### config.mk
export PLATFORM = sky130hd
export DESIGN_NAME = regfile_mp
export DESIGN_NICKNAME = d
export VERILOG_FILES = /design/src/rtl/regfile_mp.sv
export SDC_FILE = /design/constraint.sdc
export NUM_CORES = 2
export LEC_CHECK = 0
export ABC_AREA = 0
export CAP_MARGIN = 20
export CORE_UTILIZATION = 41
export CTS_CLUSTER_SIZE = 12
export DETAILED_ROUTE_END_ITERATION = 8
export HOLD_SLACK_MARGIN = 0.03
export PLACE_DENSITY_LB_ADDON = 0.15
export SETUP_SLACK_MARGIN = 0.3
export SYNTH_ARGS = -nofsm -noshare
export SYNTH_HDL_FRONTEND = slang
export SYNTH_SLANG_ARGS = --single-unit
### constraint.sdc
create_clock -name clk -period 115.3 [get_ports clk]
set_clock_uncertainty 0.05 [all_clocks]
set_input_delay 23.06 -clock clk [delete_from_list [all_inputs] [get_ports clk]]
set_output_delay 23.06 -clock clk [all_outputs]
set_load 0.02 [all_outputs]
### src/rtl/regfile_mp.sv
// regfile_mp: multi-port register file with two prioritised write ports and a valid/ready dump engine.
// Define REGFILE_BYPASS_EN to forward same-cycle write data onto the read ports.
module regfile_mp #(
    parameter int DATA_WIDTH    = 32,
    parameter int REGADDR_WIDTH = 5,
    parameter int NUM_READ      = 2,
    parameter int ZERO_REG      = 1
) (
    input  logic                              clk,
    input  logic                              reset,
    input  logic [NUM_READ*REGADDR_WIDTH-1:0] rd_addr,
    output logic [NUM_READ*DATA_WIDTH-1:0]    rd_data,
    input  logic                              wa_en,
    input  logic [REGADDR_WIDTH-1:0]          wa_addr,
    input  logic [DATA_WIDTH-1:0]             wa_data,
    input  logic                              wb_en,
    input  logic [REGADDR_WIDTH-1:0]          wb_addr,
    input  logic [DATA_WIDTH-1:0]             wb_data,
    input  logic                              dump_start,
    output logic                              dump_busy,
    output logic                              dump_valid,
    input  logic                              dump_ready,
    output logic [REGADDR_WIDTH-1:0]          dump_addr,
    output logic [DATA_WIDTH-1:0]             dump_data,
    output logic                              dump_done
);
    localparam int NUM_REGS = 1 << REGADDR_WIDTH;

    typedef enum logic [1:0] {IDLE, SEND, DONE} state_t;

    logic [DATA_WIDTH-1:0]    regs_q [NUM_REGS];
    logic [DATA_WIDTH-1:0]    regs_d [NUM_REGS];
    state_t                   state_q, state_d;
    logic [REGADDR_WIDTH-1:0] dump_addr_q, dump_addr_d;
    logic [DATA_WIDTH-1:0]    dump_data_q, dump_data_d;
    logic                     dump_valid_q, dump_valid_d;

    // Port B is applied last so it wins a same-address collision; r0 is re-cleared when hardwired.
    always_comb begin
        regs_d = regs_q;
        if (wa_en) regs_d[wa_addr] = wa_data;
        if (wb_en) regs_d[wb_addr] = wb_data;
        if (ZERO_REG != 0) regs_d[0] = '0;
    end

    for (genvar i = 0; i < NUM_READ; i++) begin : g_rd
        logic [REGADDR_WIDTH-1:0] a;
        logic [DATA_WIDTH-1:0]    v;
        always_comb begin
            a = rd_addr[i*REGADDR_WIDTH +: REGADDR_WIDTH];
`ifdef REGFILE_BYPASS_EN
            v = (wb_en && wb_addr == a) ? wb_data : (wa_en && wa_addr == a) ? wa_data : regs_q[a];
`else
            v = regs_q[a];
`endif
            if (ZERO_REG != 0 && a == '0) v = '0;
        end
        assign rd_data[i*DATA_WIDTH +: DATA_WIDTH] = v;
    end

    // Dump beats are sampled from stored contents, never from in-flight writes.
    always_comb begin
        state_d      = state_q;
        dump_addr_d  = dump_addr_q;
        dump_data_d  = dump_data_q;
        dump_valid_d = dump_valid_q;
        case (state_q)
            IDLE: if (dump_start) begin
                state_d      = SEND;
                dump_addr_d  = '0;
                dump_data_d  = regs_q[0];
                dump_valid_d = 1'b1;
            end
            SEND: if (dump_valid_q && dump_ready) begin
                if (dump_addr_q == '1) begin
                    state_d      = DONE;
                    dump_valid_d = 1'b0;
                end else begin
                    dump_addr_d = dump_addr_q + 1'b1;
                    dump_data_d = regs_q[dump_addr_d];
                end
            end
            default: state_d = IDLE;
        endcase
    end

    always_ff @(posedge clk or posedge reset) begin
        if (reset) begin
            regs_q       <= '{default: '0};
            state_q      <= IDLE;
            dump_addr_q  <= '0;
            dump_data_q  <= '0;
            dump_valid_q <= 1'b0;
        end else begin
            regs_q       <= regs_d;
            state_q      <= state_d;
            dump_addr_q  <= dump_addr_d;
            dump_data_q  <= dump_data_d;
            dump_valid_q <= dump_valid_d;
        end
    end

    assign dump_busy  = state_q != IDLE;
    assign dump_done  = state_q == DONE;
    assign dump_valid = dump_valid_q;
    assign dump_addr  = dump_addr_q;
    assign dump_data  = dump_data_q;
endmodule

==> flow_summary.ini <==
[placement]
port_buffers = 193
post-dp-hpwl_mm = 172.6
gp_congestion = 0.8697

[clock_tree]
cts_max_level = 4
tritoncts = yes
cts.sinks = 1032
cts_resized = 0
path_clk_slew_ns = 0.06
clk_path_buf_depth = 3
cts_hold_buf = 0
cts_made_buffers = 131
post_cts_buffers = 0
root_buffer = clkbuf_16
clk_latency_ns = 0.79

[routing]
vias_per_cell = 6.612
drt_iter0_drc = 8445
drt-total-wl_mm = 312.8
dr.pass1.iters = 8
num_vias = 58240
avgRoutedWirePerCell_um = 35.52
detail-route-antenna-nets = 0
detail_route.drc_violations = 0

[final_layout]
nets = 6470
area_growth_pct = 11.53
layout-drive-gt1-share_pct = 21.78
final_common_cell = dfrtp_1
mostFrequentLayoutCells = dfrtp_1, mux2i_1, nand2_1

[synth]
synth_edf_count = 0
synthFlopType = dfrtp_1
ys_types = 44
synth_cells = 6637
syn-num-nets = 6729
yosysSeqAreaShare_pct = 36.00
synth_area_per_cell_um2 = 10.81
ys_async_sr_fraction_pct = 100.0
syn-cell-area_um2 = 71740
synth.ff_latch_count = 1032
synth_warnings = 0

[timing]
period_share_pct = 43.93
fin_tns_setup_ns = 0
rsz0062_at_grt = false
finalSetupViolations = 0
hold_viol = 0
drv_slew = 0
worst_pin_slew_ns = 1.270
final.min_clock_period_ns = 50.65
max_slew_margin_pct = 15.33
fmax_ghz = 0.01974

[setup_path]
endpoint = rd_data[11]
setup.worst_path.start = rd_addr[0]
timing_worst_setup_path_type = input pin to output pin
max_stage_delay_ns = 0.81
r2r-end = dump_data[11]
r2r-start = dump_addr[0]
cp.required_ns = 92.19
cp_top_family = buffers and inverters
cp_num_buf_inv = 4
crit_cells = 7
cp_cell_sequence = buf_8 > buf_4 > buf_4 > mux4_2 > mux4_2 > mux2_2 > clkdlybuf4s50_1
crit_slowest_cell = buf_4
rr_worst_depth = 9
cp-end-kind = output pin
ff2ff_setup_slack_ns = 110.62
worstPathArrival_ns = 27.54
worst-path-max-fanout = 63
start_kind = input pin

[die]
dieArea_um2 = 176600
start_util_pct = 41.27
num_rows = 153
die_w_um = 420.3
core-area_um2 = 173800
io_pins = 194
fp.dieH_um = 420.3

[grt]
met1_usage_pct = 45.33
grt_pass1_vias = 56110
grt_max_degree = 152
grt_use_met2_pct = 54.47
grt_pass1_wl_mm = 440.8
grt-busiest-layer = met2
overflow = 0
track_usage_pct = 35.25
grt_use_met3_pct = 8.193
antenna_found_initial = 17

[power_and_ir_drop]
peakVddDrop_uv = 29.44
p_per_area_nw_per_um2 = 22.21
power_mw = 1.777
leakage_nw = 32.95

[outcome]
outcome = finished clean

[run]
drv_cap = 0

[worst_hold_path]
hold_class = flop to flop
-- state kept, by name, indices dropped and copies added, names as in the netlist --
name and flops:
regs_q 992, dump_data 32, dump_addr 5, state_q 2, dump_valid 1
-- synth_stat cells, drive strengths merged (2+ instances only) --
| cell | n | area share [%] |
|---|---|---|
| nand2 | 779 | 4.1 |
| a22o | 65 | 0.79 |
| dfrtp | 1032 | 36 |
| a32oi | 32 | 0.39 |
| and3 | 4 | 0.035 |
| nor3 | 2 | 0.014 |
| ha | 2 | 0.035 |
| nor2b | 38 | 0.33 |
| nor3b | 5 | 0.052 |
| mux2i | 1030 | 14 |
| a21oi | 547 | 3.8 |
| a22oi | 3 | 0.031 |
| o32ai | 31 | 0.38 |
| mux2 | 160 | 2.5 |
| or3 | 2 | 0.017 |
| nand3 | 69 | 0.48 |
| or3b | 4 | 0.049 |
| a2111oi | 2 | 0.024 |
| a211oi | 31 | 0.32 |
| nor2 | 646 | 3.4 |
| mux4 | 732 | 23 |
| and2 | 33 | 0.29 |
| xor2 | 2 | 0.051 |
| o21ai | 485 | 3.4 |
| buf | 238 | 1.8 |
| inv | 3 | 0.016 |
| nand3b | 36 | 0.38 |
| or2 | 3 | 0.026 |
| clkbuf | 543 | 2.8 |
| a31oi | 34 | 0.30 |
| o41ai | 32 | 0.68 |
| nand2b | 3 | 0.026 |
| and3b | 4 | 0.049 |
-- worst min path at each step --
stage | startpoint | to | cells after the start
after floorplan | state_q[1] | state_q[0] | 1
after CTS | dump_data[27] | dump_data[27] | 2
final | dump_data[24] | dump_data[24] | 2
after detailed placement | dump_data[27] | dump_data[27] | 2
after global routing | dump_data[26] | dump_data[26] | 2
after global placement | dump_data[25] | dump_data[25] | 2
-- final cells by class --
class                           count  area, µm²
Clock inverter                     36      404.1
Multi-Input combinational cell   4821      43140
Fill cell                       16020      93810
Antenna cell                        9      22.52
Timing Repair Buffer              389       3820
Tap cell                         2325       2909
Inverter                            3      18.77
Sequential cell                  1032      25830
Clock buffer                      192       3871
-- cells by family after synthesis --
family | Yosys count | synth area share [%]
AOI/OAI and AO/OA | 1264 | 10.14
xor gates and xnor gates | 3 | 0.07327
adders and majority gates | 2 | 0.03488
buffers and inverters | 784 | 4.655
DFF | 1032 | 36.00
muxes | 1922 | 39.86
and+or+nand+nor | 1630 | 9.228
-- layer usage --
metal  share of wire [%]  wire [µm]
met1                  38     119000
met2                  46     143100
met3                 9.7      30350
met4                 6.5      20240
met5               0.043        134
-- stage by stage --
stage	hold WS (ns)	util, %	cell area [µm²]	setup WS [ns]	cells
5_1_grt	0.4770	46.02	79990	64.40	8801
4_1_cts	0.4600	45.91	79800	64.58	8789
3_3_place_gp	0.4287	43.27	75210	64.67	8545
2_1_floorplan	0.3984	-	71740	63.15	6637
6_report	0.4593	46.03	80010	64.65	8807
3_5_place_dp	0.4433	43.45	75520	64.58	8561
-- worst reg2reg max path, stage by stage (launching register included) --
cell     delay [ns]
dfrtp_4        0.70
ha_4           0.31
xor2_4         0.17
buf_12         0.60
buf_12         0.60
buf_4          0.70
mux4_2         0.63
and2_1         0.16
o32ai_1        0.52
o41ai_2        0.10
-- where the power goes --
group / internal, mW / total, mW / switching (mW)
clock: 0.248 / 0.423 / 0.175
sequential: 0.462 / 0.580 / 0.118
combinational: 0.365 / 0.774 / 0.409
Power figures use the tool's default switching activity.
